**src/rtl/pipe_stage_skid.sv**
```systemverilog
`default_nettype none
// +--------------------------------------------------------------------------+
// | pipe_stage_skid: 2-entry skid pipeline register with flush, stall modes  |
// | and a saturating stall-cycle counter.          Revision: 1.0             |
// +--------------------------------------------------------------------------+
module pipe_stage_skid #(
  parameter int CTRL_W     = 2,
  parameter int DATA_W     = 37,
  parameter int STALL_MODE = 0,
  parameter int CNT_W      = 16
) (
  input  logic              CLK,
  input  logic              RSTN,
  input  logic              in_valid,
  output logic              in_ready,
  input  logic [CTRL_W-1:0] in_ctrl,
  input  logic [DATA_W-1:0] in_data,
  input  logic              stall,
  input  logic              flush,
  output logic              out_valid,
  input  logic              out_ready,
  output logic [CTRL_W-1:0] out_ctrl,
  output logic [DATA_W-1:0] out_data,
  output logic [1:0]        occupancy,
  output logic [CNT_W-1:0]  stall_cnt
);

  localparam bit               c_bubble  = (STALL_MODE != 0);
  localparam logic [CNT_W-1:0] c_cnt_max = '1;
  localparam logic [CNT_W-1:0] c_cnt_one = CNT_W'(1);

  logic              r_h_valid, r_s_valid, r_in_ready;
  logic [CTRL_W-1:0] r_h_ctrl, r_s_ctrl;
  logic [DATA_W-1:0] r_h_data, r_s_data;
  logic [CNT_W-1:0]  r_stall_cnt;

  logic w_eff_ready, w_accept, w_emit, w_cnt_inc, w_out_valid;

  assign w_eff_ready = out_ready & ~stall;
  assign w_accept    = in_valid & r_in_ready & ~flush & ~stall;
  assign w_emit      = r_h_valid & w_eff_ready & ~flush;
  assign w_cnt_inc   = r_h_valid & ~w_eff_ready & ~flush & (r_stall_cnt != c_cnt_max);

  always_ff @(posedge CLK or negedge RSTN) begin
    if (!RSTN) begin
      r_h_valid  <= 1'b0;
      r_s_valid  <= 1'b0;
      r_in_ready <= 1'b1;
      r_h_ctrl   <= '0;
      r_s_ctrl   <= '0;
      r_h_data   <= '0;
      r_s_data   <= '0;
    end else if (flush) begin
      r_h_valid  <= 1'b0;
      r_s_valid  <= 1'b0;
      r_in_ready <= 1'b1;
      r_h_ctrl   <= '0;
      r_s_ctrl   <= '0;
    end else if (w_emit && r_s_valid) begin
      // in_ready is low while S is full, so no accept can coincide here
      r_h_ctrl   <= r_s_ctrl;
      r_h_data   <= r_s_data;
      r_s_valid  <= 1'b0;
      r_s_ctrl   <= '0;
      r_in_ready <= 1'b1;
    end else if (w_accept && (!r_h_valid || w_emit)) begin
      r_h_valid <= 1'b1;
      r_h_ctrl  <= in_ctrl;
      r_h_data  <= in_data;
    end else if (w_accept) begin
      r_s_valid  <= 1'b1;
      r_s_ctrl   <= in_ctrl;
      r_s_data   <= in_data;
      r_in_ready <= 1'b0;
    end else if (w_emit) begin
      r_h_valid <= 1'b0;
      r_h_ctrl  <= '0;
    end
  end

  always_ff @(posedge CLK or negedge RSTN) begin
    if (!RSTN) begin
      r_stall_cnt <= '0;
    end else if (w_cnt_inc) begin
      r_stall_cnt <= r_stall_cnt + c_cnt_one;
    end
  end

  // Bubble mode hides the head while stalled; the entry itself is untouched
  assign w_out_valid = r_h_valid & ~(c_bubble & stall);

  assign in_ready  = r_in_ready;
  assign out_valid = w_out_valid;
  assign out_ctrl  = w_out_valid ? r_h_ctrl : '0;
  assign out_data  = r_h_data;
  assign occupancy = {1'b0, r_h_valid} + {1'b0, r_s_valid};
  assign stall_cnt = r_stall_cnt;

endmodule
`default_nettype wire

```
**config.mk**
```make
export PLATFORM = sky130hd
export DESIGN_NAME = pipe_stage_skid
export DESIGN_NICKNAME = d
export VERILOG_FILES = /design/src/rtl/pipe_stage_skid.sv
export SDC_FILE = /design/constraint.sdc
export NUM_CORES = 1
export LEC_CHECK = 0
export BUFFER_PORTS_ARGS = -buffer_cell sky130_fd_sc_hd__buf_2
export CORE_ASPECT_RATIO = 0.5
export CORE_MARGIN = 5
export CORE_UTILIZATION = 45
export CTS_CLUSTER_DIAMETER = 200
export DETAILED_ROUTE_END_ITERATION = 7
export GPL_TIMING_DRIVEN = 0
export PLACE_DENSITY_LB_ADDON = 0.12
export SLEW_MARGIN = 25
export SYNTH_ARGS = -nofsm -noshare
export SYNTH_HDL_FRONTEND = slang
export SYNTH_SLANG_ARGS = --single-unit
```
**constraint.sdc**
```tcl
create_clock -name CLK -period 1.8 [get_ports CLK]
set_input_delay 0.18 -clock CLK [delete_from_list [all_inputs] [get_ports CLK]]
set_output_delay 0.18 -clock CLK [all_outputs]
set_load 0.1 [all_outputs]
```
==> flow_summary.json, run 1 <==
{
  "powerDensity_nw_per_um2": 1320,
  "drv_slew": 0,
  "ioPinCount": 104,
  "setup_violations": 0,
  "slowest_delay_ps": 620,
  "cts_tree": "built",
  "place.gp.congestion": 0.777,
  "final_common_cell": "nand2_1",
  "antennaDiodeCount": 0,
  "die_w_um": 148,
  "cts.sinks": 97,
  "cp_slowest_cell": "dfstp_4",
  "synth.net_count": 475,
  "grt_pass1_wl_um": 17400,
  "whs_ps": 52.6,
  "root_buffer": "clkbuf_16",
  "core_um2": 9350,
  "drc": 0,
  "maxCapViolations": 0,
  "worstPathCellList": "nand3b_1, nor3_4, buf_6, buf_12, buf_8, mux2i_1, o21ai_1",
  "cts_max_level": 3,
  "power_leakage_nw": 2.70,
  "dieArea_um2": 11600,
  "drtPass1Iterations": 4,
  "crit_path_end_kind": "flop",
  "clkTransAtPathRegs_ps": 70,
  "antenna_found_initial": 0,
  "ir_drop_v": 0.000679,
  "yosys-top-cells-area": "dfrtp_1, nand2_1, mux2i_1",
  "grt_usage": 0.188,
  "yosysUniqueCellTypes": 42,
  "critPathKind": "flop to flop",
  "yosysSeqAreaShare": 0.569,
  "fin_skew_ps": 6.42,
  "fin_crit_ps": 1780,
  "wl_um": 10300,
  "hold_viol_final": 0,
  "final_cell_mix": "nand2_1, buf_2, dfrtp_1",
  "synth_ff_type": "dfrtp_1",
  "ctsLongestPathBuffers": 2,
  "grt_pass1_vias": 3414,
  "cp.buffers_inverters": 3,
  "crit_arrival_ps": 2000,
  "via_count": 3388,
  "final_util": 0.598,
  "dp_slack_ps": -248,
  "ant_nets": 0,
  "start_util": 0.456,
  "chipHeight_um": 78.8,
  "rsz0062_at_grt": "true",
  "tightest_slew_ps": 505,
  "dpl_cell_area_um2": 5070,
  "finalInstanceArea_um2": 5590,
  "grt_max_degree": 55,
  "synth_top_cell_by_area": "dfrtp_1",
  "row_count": 25,
  "worstHoldPathType": "input pin to flop",
  "synth_edf_count": 0,
  "syn2layout_area_growth_pct": 31.2,
  "clk_latency_ps": 340,
  "io_buffers": 102,
  "synth_seq_cells": 97,
  "async_flop_share": 1.00,
  "period_share": 0.988,
  "drtIter0Drc": 115,
  "fin_ws_ps": 21.9,
  "fmax_mhz": 562,
  "final_nets": 600,
  "yosysWarnings": 0,
  "vias_per_cell": 4.99,
  "synth_area_um2": 4270,
  "max_slew_margin": 0.666,
  "critPathTopFamily": "flip-flops",
  "yosysTopAreaCellShare": 0.563,
  "cp_max_fo": 5,
  "cts_buffers": 9,
  "outcome": "finished, final reports clean",
  "grt-ovfl-total": 0,
  "synthCells": 428,
  "worstPathRequired_ps": 2020,
  "drive_gt1_frac": 0.328,
  "worst_setup_path_start_kind": "flop",
  "avgSynthCellArea_um2": 9.97,
  "hpwl_um": 7160,
  "post_drt_wl_per_cell_um": 15.2
}
-- tightest hold or removal path, cell delays in order --
cell and delay [ps]:
buf_2 90, nand2_1 40, nand2_1 50
-- Yosys cell counts, types with 3 or more instances --
| cell | count |
|---|---|
| a31oi_1 | 4 |
| nand3_1 | 4 |
| o21ai_0 | 32 |
| buf_2 | 7 |
| nor3_1 | 3 |
| xnor2_1 | 11 |
| nor2_1 | 3 |
| dfrtp_1 | 96 |
| and3_1 | 5 |
| nand2_1 | 157 |
| mux2i_1 | 37 |
| o21ai_1 | 9 |
| a21oi_1 | 3 |
| buf_4 | 4 |
| and2_1 | 3 |
| nand4_1 | 4 |
| o211ai_1 | 3 |
| clkbuf_1 | 12 |
-- flip-flops by register name (all words and copies together) (netlist names) --
register and flops:
in_ready 1, out_data 37, out_valid 1, r_h_ctrl 2
r_s_ctrl 2, r_s_data 37, r_s_valid 1, stall_cnt 16
-- metrics by stage --
step	TNS [ps]	std cells	power [mW]
2_1_floorplan	-4420	428	4.85
3_3_place_gp	-67290	651	5.30
3_5_place_dp	-13760	652	5.34
4_1_cts	0	678	7.41
5_1_grt	-1180	679	7.68
6_report	0	679	7.36
-- cells by family (layout without fill, tap and decap cells) --
family,count (synthesis),in the layout,synth area share
mux,39,39,0.0921
simple gates,195,195,0.202
compound gates,58,58,0.0763
buf+inv,25,155,0.0293
flops,97,97,0.569
xor+xnor,12,12,0.0246
fa+ha+maj,2,2,0.00587
-- timing repair --
item | in CTS | in global routing
setup endpoints to repair | 72 | 54
hold buffers | 1 | 0
resized for setup | 21 | 22
cloned | 0 | 0
pin swaps | 3 | 1
hold endpoints to repair | 43 | 0
buffers inserted | 10 | 1
-- final cells by class --
class                      instances  area, um^2
buffer                            23         205
clock buffer                      11         233
inverter                           1        3.75
timing repair buffer             115         674
sequential                        97        2480
fill                             822        3760
multi-input combinational        306        1770
tap                              121         151
clock inverter                     5        80.1
-- final timing paths --
path                                            end  slack, ps  cells after the start                      from
min                        r_s_data[11]$_DFFE_PN0P_         50                      3               in_data[11]
max                        out_data[33]$_DFFE_PN0P_         20                      7      in_ready$_DFFE_PN1P_
min in group asynchronous  stall_cnt[3]$_DFFE_PN0P_        330                      2                      RSTN
max in group asynchronous      in_ready$_DFFE_PN1P_        820                      3                      RSTN
max reg2reg                out_data[33]$_DFFE_PN0P_         20                      7      in_ready$_DFFE_PN1P_
min reg2reg                r_s_data[27]$_DFFE_PN0P_        470                      2  r_s_data[27]$_DFFE_PN0P_
-- layer usage --
| layer | part of all wire | vias to the layer above | wire length [um] | global-route usage |
|---|---|---|---|---|
| li1 | - | 1686 | - | - |
| met1 | 0.50 | 1625 | 5210 | 0.270 |
| met2 | 0.44 | 67 | 4570 | 0.286 |
| met3 | 0.043 | 10 | 446 | 0.0485 |
| met4 | 0.0091 | 0 | 94 | 0.0446 |
| met5 | 0 | - | 0 | 0 |
-- report_power, final --
| group | internal, mW | total [mW] | switching [mW] | leakage, nW |
|---|---|---|---|---|
| logic | 0.443 | 2.54 | 2.10 | 1.34 |
| clock network | 1.22 | 2.03 | 0.811 | 0.146 |
| registers | 2.56 | 2.79 | 0.231 | 1.21 |
| total | 4.22 | 7.36 | 3.14 | 2.70 |
(Power assumes the default switching activity.)
==> inputs of run 2 (changes only) <==
- RECOVER_POWER: unset -> 25
- clock period: 1.8 -> 1.5 ns (I/O delays scaled with it)
==> flow_summary.json, run 2 (synthesized netlist as in run 1, its figures left out) <==
{
  "root_buffer": "clkbuf_16",
  "fmax_mhz": 521,
  "ioPinCount": 104,
  "antenna_found_initial": 0,
  "wl_um": 11500,
  "crit_arrival_ps": 2110,
  "regToRegStartpoint": "in_ready$_DFFE_PN1P_",
  "cts_buffers": 9,
  "fin_crit_ps": 1920,
  "power_leakage_nw": 2.95,
  "fill_cells": 748,
  "timing.rr.end": "out_data[26]$_DFFE_PN0P_",
  "clk_latency_ps": 340,
  "final_util": 0.679,
  "fin_ws_ps": -420,
  "chipHeight_um": 78.8,
  "r2r_setup_slack_ps": -420,
  "cp_max_fo": 5,
  "cts.sinks": 97,
  "grt-ovfl-total": 0,
  "final_common_cell": "nand2_1",
  "hold_viol_final": 0,
  "ir_drop_v": 0.000863,
  "violations": "negative setup slack",
  "post_drt_wl_per_cell_um": 16.2,
  "period_share": 1.28,
  "max_slew_margin": 0.241,
  "syn2layout_area_growth_pct": 48.8,
  "cts_tree": "built",
  "dieArea_um2": 11600,
  "ant_nets": 0,
  "fin_skew_ps": 9.11,
  "rsz0062_at_grt": "true",
  "die_w_um": 148,
  "fin_cells": 710,
  "critPathKind": "flop to flop",
  "core_um2": 9350,
  "final_nets": 631,
  "maxCapViolations": 0,
  "dp_slack_ps": -545,
  "powerDensity_nw_per_um2": 1430,
  "worstPathRequired_ps": 1690,
  "final_cell_mix": "nand2_1, buf_2, dfrtp_1",
  "grt_pass1_wl_um": 18300,
  "drive_gt1_frac": 0.474,
  "drtIter0Drc": 151,
  "outcome": "finished with violations",
  "worstHoldPathType": "input pin to flop",
  "drtPass1Iterations": 4,
  "drc": 0,
  "crit_path_end_kind": "flop",
  "grt_max_degree": 57,
  "grt_pass1_vias": 3553,
  "worst_setup_path_start_kind": "flop",
  "tns_ps": -25660,
  "place.gp.congestion": 0.820,
  "whs_ps": 24.1,
  "r2r_cells": 6,
  "dp_cells": 652,
  "io_buffers": 102,
  "cts_max_level": 3,
  "crit_start": "in_ready$_DFFE_PN1P_",
  "clkTransAtPathRegs_ps": 70,
  "start_util": 0.456,
  "setup_violations": 87,
  "row_count": 25,
  "grt_usage": 0.198,
  "hpwl_um": 7210,
  "antennaDiodeCount": 0,
  "drv_slew": 0,
  "vias_per_cell": 5.12,
  "cp-endpoint": "out_data[26]$_DFFE_PN0P_",
  "ctsLongestPathBuffers": 2,
  "via_count": 3632,
  "tightest_slew_ps": 1140
}
run 2: changes by cell type in the layout (fill, tap and decap cells not counted), moves of 5 or more:
cell / delta
buf_2: -8
buf_4: +22
buf_6: +6
dfrtp_2: -5
dfrtp_4: +5
nand2_1: -54
nand2_2: +37
nand2_4: +17
o21ai_0: -14
o21ai_1: +13
run 2: worst max-delay path, cell delays in order (launching register included):
cell and delay [ps]:
dfstp_4 620, nand3b_1 150, nor3_4 360, buf_4 190, clkbuf_16 150, mux2i_1 210
o21ai_0 110
run 2: repair_timing:
item                       4_1_cts  5_1_grt
setup buffers                   17       19
hold endpoints to repair        40        0
hold buffers                     1        0
cloned                           5        3
setup endpoints to repair       92       97
pin swaps                       11       28
gates resized for setup         64       97
run 2: area by class of cell:
type | instances | area (um^2) | share of cell area
clock buffers | 11 | 243 | 0.0382
plain buffers | 22 | 226 | 0.0357
flip-flops and latches | 97 | 2490 | 0.393
multi-input cells | 306 | 2080 | 0.328
repair buffers | 147 | 1080 | 0.171
inverters | 1 | 3.75 | 0.000591
well taps | 121 | 151 | 0.0239
clock inverters | 5 | 62.6 | 0.00986
run 2: worst min path at each step:
stage | from | cells after the start | end | slack, ps
5_1_grt | in_data[14] | 3 | r_s_data[14]$_DFFE_PN0P_ | 9
6_report | in_data[8] | 3 | r_s_data[8]$_DFFE_PN0P_ | 20
4_1_cts | in_data[14] | 3 | r_s_data[14]$_DFFE_PN0P_ | 9
3_3_place_gp | in_data[36] | 3 | r_s_data[36]$_DFFE_PN0P_ | 370
3_5_place_dp | RSTN | 1 | stall_cnt[4]$_DFFE_PN0P_ | 90
2_1_floorplan | RSTN | 0 | out_data[0]$_DFFE_PN0P_ | -150
run 2: where the power goes:
part / switching, mW / total, mW / leakage (nW) / internal (mW)
sequential: 0.336 / 3.42 / 1.21 / 3.08
combinational: 2.60 / 3.32 / 1.59 / 0.716
clock: 0.986 / 2.33 / 0.142 / 1.35
total: 3.92 / 9.07 / 2.95 / 5.14
run 2: metal layers:
layer | global-route usage | vias up | share of wire
met5 | 0 | - | 0
met4 | 0.0325 | 0 | 0.0079
met3 | 0.0610 | 12 | 0.056
met2 | 0.310 | 81 | 0.47
met1 | 0.279 | 1788 | 0.47
li1 | - | 1751 | -
run 2: through the flow:
stage                     power, mW  cell area (um^2)
after floorplan                5.88              4440
after global placement         6.43              5110
after detailed placement       6.47              5140
after CTS                      8.93              5890
after global routing           9.47              6350
final                          9.07              6350
==> inputs of run 3 (changes only) <==
- CELL_PAD_IN_SITES_DETAIL_PLACEMENT: unset -> 1
- CELL_PAD_IN_SITES_GLOBAL_PLACEMENT: unset -> 1
- CORE_UTILIZATION: 45 -> 44
- clock period: 1.5 -> 2.24 ns (I/O delays scaled with it)
==> flow_summary.json, run 3 (synthesized netlist as in run 1, its figures left out) <==
{
  "outcome": "finished, final reports clean",
  "ctsLongestPathBuffers": 2,
  "clk_latency_ps": 340,
  "power_leakage_nw": 2.59,
  "place.gp.congestion": 0.718,
  "vias_per_cell": 5.20,
  "cpMostUsedCell": "buf_4",
  "ant_nets": 0,
  "powerDensity_nw_per_um2": 1100,
  "grt-ovfl-total": 0,
  "worstPathRequired_ps": 2450,
  "final_nets": 590,
  "worst_setup_path_start_kind": "flop",
  "worstPathCellList": "nand3b_1, nor3_2, buf_4, buf_4, mux2i_1, o21ai_1",
  "tns_ps": 0,
  "fin_ws_ps": 171,
  "cp_max_fo": 10,
  "fin_crit_ps": 2070,
  "max_slew_margin": 0.343,
  "maxCapViolations": 0,
  "die_w_um": 149,
  "critPathTopFamily": "flip-flops",
  "row_count": 25,
  "antennaDiodeCount": 0,
  "chipHeight_um": 79.6,
  "dpl_cell_area_um2": 4980,
  "syn2layout_area_growth_pct": 24.2,
  "fin_skew_ps": 6.74,
  "via_count": 3549,
  "critPathKind": "flop to flop",
  "ir_drop_v": 0.000737,
  "start_util": 0.452,
  "wl_um": 11400,
  "power_frac_clock": 0.272,
  "drc": 0,
  "grt_max_degree": 64,
  "grt_pass1_wl_um": 19400,
  "root_buffer": "clkbuf_16",
  "final_common_cell": "nand2_1",
  "hpwl_um": 8150,
  "switching_share": 0.435,
  "grt_usage": 0.205,
  "combPwrFrac": 0.345,
  "core_um2": 9450,
  "fin_cells": 683,
  "hold_viol_final": 0,
  "post_drt_wl_per_cell_um": 16.7,
  "cp_slowest_cell": "dfstp_2",
  "final_cell_mix": "nand2_1, buf_2, dfrtp_1",
  "clkTransAtPathRegs_ps": 70,
  "post_cts_buffers": 0,
  "whs_ps": 89.8,
  "ioPinCount": 104,
  "crit_path_end_kind": "flop",
  "drtPass1Iterations": 4,
  "drive_gt1_frac": 0.259,
  "dieArea_um2": 11900,
  "grt_pass1_vias": 3801,
  "antenna_found_initial": 0,
  "p_total_mw": 5.85,
  "power.internal_mw": 3.30,
  "cp.buffers_inverters": 2,
  "fmax_mhz": 483,
  "dp_cells": 666,
  "fill_cells": 1126,
  "dp_slack_ps": 151,
  "cts.sinks": 97,
  "crit_arrival_ps": 2280,
  "setup_violations": 0,
  "rsz0062_at_grt": "false",
  "cts_buffers": 9,
  "finalInstanceArea_um2": 5300,
  "drtIter0Drc": 109,
  "worstHoldPathType": "input pin to flop",
  "final_util": 0.561,
  "cts_max_level": 3,
  "io_buffers": 102,
  "tightest_slew_ps": 985,
  "slowest_delay_ps": 580,
  "switching_power_mw": 2.54,
  "seqPwrFrac": 0.382,
  "drv_slew": 0,
  "period_share": 0.924,
  "cts_tree": "built"
}
-- run 3: worst paths after layout --
kind,from,slack (ps),depth (start not counted),end
setup / recovery,in_ready$_DFFE_PN1P_,170,6,out_data[29]$_DFFE_PN0P_
hold / removal,in_data[7],90,3,r_s_data[7]$_DFFE_PN0P_
setup reg to reg,in_ready$_DFFE_PN1P_,170,6,out_data[29]$_DFFE_PN0P_
hold reg to reg,r_s_data[30]$_DFFE_PN0P_,480,2,r_s_data[30]$_DFFE_PN0P_
max in group asynchronous,RSTN,800,3,in_ready$_DFFE_PN1P_
min in group asynchronous,RSTN,570,2,stall_cnt[8]$_DFFE_PN0P_
-- run 3: layout make-up --
| type | count | area (um^2) | area share |
|---|---|---|---|
| well taps | 135 | 169 | 0.0319 |
| clock inverters | 4 | 51.3 | 0.00968 |
| multi-input cells | 306 | 1720 | 0.324 |
| flip-flops and latches | 97 | 2430 | 0.459 |
| inverters | 1 | 3.75 | 0.000709 |
| plain buffers | 24 | 121 | 0.0229 |
| clock buffers | 12 | 256 | 0.0484 |
| repair buffers | 104 | 548 | 0.103 |
-- run 3: worst register-to-register path, cell delays in order (launching register included) --
cell and delay [ps]:
dfstp_2 580, nand3b_1 170, nor3_2 330, buf_4 290, buf_4 280, mux2i_1 220
o21ai_1 80
-- run 3: metal layers --
layer,global-route usage,wire length (um)
met3,0.0584,542
met1,0.262,5170
met4,0.0411,102
met5,0,0
met2,0.352,5600
-- run 3: power groups by stage --
stage               Sequential (mW)  Clock, mW  Combinational [mW]
CTS                            2.24       1.64                2.04
floorplan                      3.56          0               0.319
detailed placement             2.27          0                2.03
global placement               2.25          0                1.99
global route                   2.27       1.71                2.11
finish                         2.23       1.59                2.02
-- run 3: what timing repair did --
| item | CTS | global route |
|---|---|---|
| endpoints found under the hold margin | 34 | 0 |
| hold buffers | 1 | 0 |
| endpoints found under the setup margin | 0 | 6 |
| gates resized for setup | 0 | 1 |
